## src/rtl/alu_mul_seq.sv

```systemverilog
// Sequential shift-and-add multiplier that borrows the shared ALU for every add and shift.
// Produces the low WIDTH bits of mcand*mplier and stops as soon as the remaining multiplier is zero.
module alu_mul_seq #(
  parameter int WIDTH = 32
) (
  input  logic             clk,
  input  logic             rst,
  input  logic             start,
  input  logic [WIDTH-1:0] mcand,
  input  logic [WIDTH-1:0] mplier,
  output logic             busy,
  output logic             done,
  output logic [WIDTH-1:0] product,
  output logic             alu_own,
  output logic [WIDTH-1:0] alu_opA,
  output logic [WIDTH-1:0] alu_opB,
  output logic [3:0]       alu_sel,
  input  logic [WIDTH-1:0] alu_res,
  input  logic             alu_zero
);

  typedef enum logic [2:0] {
    S_IDLE,
    S_ADD,
    S_SHL,
    S_SHR,
    S_DONE
  } state_e;

  localparam logic [3:0] SEL_DEF = 4'b0000;
  localparam logic [3:0] SEL_ADD = 4'b0001;
  localparam logic [3:0] SEL_SLL = 4'b1100;
  localparam logic [3:0] SEL_SRL = 4'b1000;

  state_e           state_q, state_d;
  logic [WIDTH-1:0] mc_q, mc_d;
  logic [WIDTH-1:0] mp_q, mp_d;
  logic [WIDTH-1:0] acc_q, acc_d;
  logic [WIDTH-1:0] product_q, product_d;
  logic             busy_q, busy_d;
  logic             done_q, done_d;
  logic             own_q, own_d;

  // ALU drive is decoded straight from the current state so the result returns in the same cycle.
  always_comb begin
    alu_opA = '0;
    alu_opB = '0;
    alu_sel = SEL_DEF;
    case (state_q)
      S_ADD: begin
        alu_sel = SEL_ADD;
        alu_opA = acc_q;
        alu_opB = mc_q;
      end
      S_SHL: begin
        alu_sel = SEL_SLL;
        alu_opA = WIDTH'(1);
        alu_opB = mc_q;
      end
      S_SHR: begin
        alu_sel = SEL_SRL;
        alu_opA = WIDTH'(1);
        alu_opB = mp_q;
      end
      default: ;
    endcase
  end

  always_comb begin
    state_d   = state_q;
    mc_d      = mc_q;
    mp_d      = mp_q;
    acc_d     = acc_q;
    product_d = product_q;
    case (state_q)
      S_IDLE: begin
        if (start) begin
          mc_d    = mcand;
          mp_d    = mplier;
          acc_d   = '0;
          state_d = (mplier == '0) ? S_DONE : S_ADD;
        end
      end
      S_ADD: begin
        if (mp_q[0]) acc_d = alu_res;
        state_d = S_SHL;
      end
      S_SHL: begin
        mc_d    = alu_res;
        state_d = S_SHR;
      end
      S_SHR: begin
        mp_d    = alu_res;
        state_d = alu_zero ? S_DONE : S_ADD;
      end
      S_DONE: begin
        product_d = acc_q;
        state_d   = S_IDLE;
      end
      default: state_d = S_IDLE;
    endcase
    // Status flags are registered from the next state so they line up exactly with state_q.
    busy_d = (state_d != S_IDLE);
    done_d = (state_d == S_DONE);
    own_d  = (state_d == S_ADD) || (state_d == S_SHL) || (state_d == S_SHR);
  end

  always_ff @(posedge clk) begin
    if (rst) begin
      state_q   <= S_IDLE;
      mc_q      <= '0;
      mp_q      <= '0;
      acc_q     <= '0;
      product_q <= '0;
      busy_q    <= 1'b0;
      done_q    <= 1'b0;
      own_q     <= 1'b0;
    end else begin
      state_q   <= state_d;
      mc_q      <= mc_d;
      mp_q      <= mp_d;
      acc_q     <= acc_d;
      product_q <= product_d;
      busy_q    <= busy_d;
      done_q    <= done_d;
      own_q     <= own_d;
    end
  end

  assign busy    = busy_q;
  assign done    = done_q;
  assign alu_own = own_q;
  assign product = product_q;

endmodule

```

## config.mk

```make
export PLATFORM = sky130hd
export DESIGN_NAME = alu_mul_seq
export DESIGN_NICKNAME = d
export VERILOG_FILES = /design/src/rtl/alu_mul_seq.sv
export SDC_FILE = /design/constraint.sdc
export NUM_CORES = 1
export LEC_CHECK = 0
export CORE_MARGIN = 2
export CORE_UTILIZATION = 35
export DETAILED_ROUTE_END_ITERATION = 12
export GPL_ROUTABILITY_DRIVEN = 0
export PLACE_DENSITY_LB_ADDON = 0.05
export SKIP_CTS_REPAIR_TIMING = 1
export SYNTH_ARGS = -nofsm -noshare
export SYNTH_HDL_FRONTEND = slang
export SYNTH_SLANG_ARGS = --single-unit
```

## constraint.sdc

```tcl
create_clock -name clk -period 1.39 [get_ports clk]
set_input_delay 0.2085 -clock clk [delete_from_list [all_inputs] [get_ports clk]]
set_output_delay 0.2085 -clock clk [all_outputs]
set_load 0.05 [all_outputs]
```

==> impl_metrics.py <==
metrics = {
    "pwr": {
        "vdd_drop_max_v": 0.000913,
        "p_per_area_nw_per_um2": 1090,
        "p_leak_nw": 4.37,
        "p_seq_share_pct": 34.8,
        "totalPowerFinal_mw": 12.5,
        "p_clk_share_pct": 36.7,
        "p_comb_share_pct": 28.5,
        "p_sw_mw": 3.72,
        "intPower_mw": 8.81,
        "netSwitchingFraction_pct": 29.7,
    },
    "sta": {
        "min_period_over_period_pct": 136,
        "min_period_ps": 1900,
        "setup_viol": 168,
        "relSlewSlack_pct": 66.1,
        "fin_tns_setup_ps": -64740,
        "drv_slew": 0,
        "rsz0062_at_grt": "true",
        "worstMarginPinSlew_ps": 508,
        "skew_ps": 6.25,
        "clock.fmax_mhz": 527,
        "fin_ws_ps": -507,
        "hold_viol": 0,
    },
    "critical_path": {
        "critical_path_class": "reg -> out",
        "critPathCaptureType": "primary output",
        "crit_family": "flip-flops",
        "crit_path_start_kind": "flip-flop",
        "crit_fanout": 5,
        "cp_num_buf_inv": 2,
        "arrival_ps": 1690,
        "r2r_start": "state_q[2]",
        "r2r_setup_slack_ps": -390,
        "worst_ep_required_time_ps": 1180,
        "crit_chain": "nor2b_4, nand2b_4, nand2_8, clkbuf_16, a22o_4, buf_12",
        "slowest_delay_ps": 350,
        "reg2reg_depth": 8,
        "r2r-end": "acc_q[28]",
        "crit_path_top_delay_cell": "dfxtp_4",
    },
    "worst_hold_path": {
        "whs_endpoint": "mp_q[14]",
        "min_path_cells": 2,
        "hp-class": "in -> reg",
        "min_from": "rst",
    },
    "route": {
        "vias": 6039,
        "antenna_left": 0,
        "drc": 0,
        "dr.first_iter.drc_count": 235,
        "wl_per_cell_um": 18.9,
        "first_pass_iters": 4,
        "vias_per_cell": 5.21,
        "finalWirelength_um": 21900,
    },
    "layout": {
        "drive_gt1_share_pct": 39.6,
        "layout.cells.non_filler": 1159,
        "n_fill_cell": 1245,
        "area_delta_synth_final_pct": 94.7,
        "num-nets-final": 1026,
        "fin_util_pct": 69.5,
        "final_cell_mix": "131 x dfxtp_1, 121 x buf_12, 98 x clkdlybuf4s50_1",
        "n_antenna_cell": 0,
        "layout_commonest_cell": "dfxtp_1",
    },
    "global_route": {
        "gr-usage-all-layers_pct": 22.9,
        "grt_pass1_wl_um": 32300,
        "overflow": 0,
        "grt_pass1_vias": 6036,
        "grt_max_degree": 55,
        "antenna_found_initial": 0,
    },
    "synth": {
        "synth_edf_count": 0,
        "synthAdderAreaFrac_pct": 0,
        "postSynth.asyncResetShare_pct": 0,
        "yosysTopAreaCell": "dfxtp_1",
        "avgSynthCellArea_um2": 8.60,
        "synthFlopType": "dfxtp_1",
        "ys_top_cells_by_area": "dfxtp_1 45%, mux2i_1 11%, a211oi_1 8.1%",
        "synth-simple-area-share_pct": 18.8,
        "synth_fp_nets": 786,
        "synth_cell_types": 28,
        "synth_compound_area_share_pct": 19.2,
        "synth.cell_area_um2": 5900,
        "synth-xor-area-share_pct": 0,
        "syn_inst": 686,
        "synth.top_cell.area_share_pct": 45.5,
        "synth-seq-cells": 134,
        "synth.area.mux_share_pct": 10.9,
        "synth_top_family_by_area": "compound AO/OA/AOI/OAI gates",
        "synth_warnings": 0,
        "seq_area_frac_synth_pct": 45.5,
    },
    "outcome": {
        "violations": "setup timing",
        "status": "finished with violations",
    },
    "floorplan": {
        "die_y_um": 134,
        "die_w_um": 134,
        "io_pins": 203,
        "row_count": 47,
        "start_util_pct": 35.7,
        "dieArea_um2": 17900,
        "core-area_um2": 16500,
    },
    "clock_tree": {
        "clock_latency_ps": 420,
        "clockBufferDepth": 2,
        "cts-htree-levels": 4,
        "cts_buffers": 17,
        "cts_tree": "yes",
        "cts_sinks": 134,
        "cts-root-buf": "clkbuf_16",
        "clk_transition_reported_paths_ps": 60,
    },
    "placed_design": {
        "portBuffers": 201,
        "place_hpwl_um": 14600,
        "placed_cells": 1102,
    },
    "flow_run": {
        "drv_cap": 0,
    },
}
==> area by class of cell <==
class / count / area (um2) / area share (%)
Clock buffer: 17 / 425 / 3.70
Clock inverter: 15 / 180 / 1.57
Inverter: 3 / 21.3 / 0.185
Multi-Input combinational cell: 484 / 3720 / 32.4
Sequential cell: 134 / 2690 / 23.5
Tap cell: 220 / 275 / 2.40
Timing Repair Buffer: 286 / 4170 / 36.3
==> state kept, by name, indices dropped and copies added, names as in the netlist <==
name,flops
mc_q,32
acc_q,32
mp_q,32
product,32
alu_own,1
done,1
busy,1
state_q,3
==> power by group through the flow <==
| stage | logic [mW] | registers, mW | clock network, mW |
|---|---|---|---|
| floorplan | 1.63 | 4.39 | 0 |
| global placement | 2.82 | 4.40 | 0 |
| detailed placement | 2.86 | 4.42 | 0 |
| CTS | 2.88 | 4.34 | 4.65 |
| global route | 3.73 | 4.39 | 4.84 |
| finish | 3.57 | 4.36 | 4.60 |
==> logic make-up after synthesis <==
group	count (synthesis)
mux	64
simple gates	251
buf+inv	68
compound gates	168
other cells	1
flops	134
==> how the worst max path moves through the flow <==
| stage | from | end | cells after the start |
|---|---|---|---|
| 3_3_place_gp | mplier[16] | state_q[2] | 6 |
| 5_1_grt | state_q[1] | alu_opB[13] | 6 |
| 6_report | state_q[1] | alu_opB[13] | 6 |
| 4_1_cts | state_q[0] | alu_opB[26] | 5 |
| 3_5_place_dp | mplier[16] | done | 6 |
| 2_1_floorplan | state_q[1] | alu_opB[0] | 6 |
==> per-layer routing <==
| layer | track usage (%) | vias up | share of wire, % |
|---|---|---|---|
| met2 | 40.0 | 191 | 52 |
| met4 | 7.57 | 0 | 1.8 |
| met3 | 7.14 | 33 | 6.5 |
| met1 | 26.6 | 2926 | 39 |
| met5 | 0 | - | 0 |
| li1 | - | 2889 | - |
==> through the flow <==
stage	setup WS [ps]	cell area (um2)	hold WS, ps
2_1_floorplan	-29.1	6390	360
3_3_place_gp	-474	9950	461
3_5_place_dp	-526	9950	464
4_1_cts	-654	10600	62.4
5_1_grt	-551	11500	60.5
6_report	-507	11500	64.7
==> Yosys cell counts, types with 5 or more instances <==
cell and instances:
buf_2 14, buf_1 7, and2_1 32, nor4_1 8
buf_4 5, a21oi_1 67, nand3_1 32, nand2_1 103
mux2i_1 64, a211oi_1 64, clkbuf_1 35, dfxtp_1 134
a22o_1 32, nor2_1 69
(Power assumes the default switching activity.)
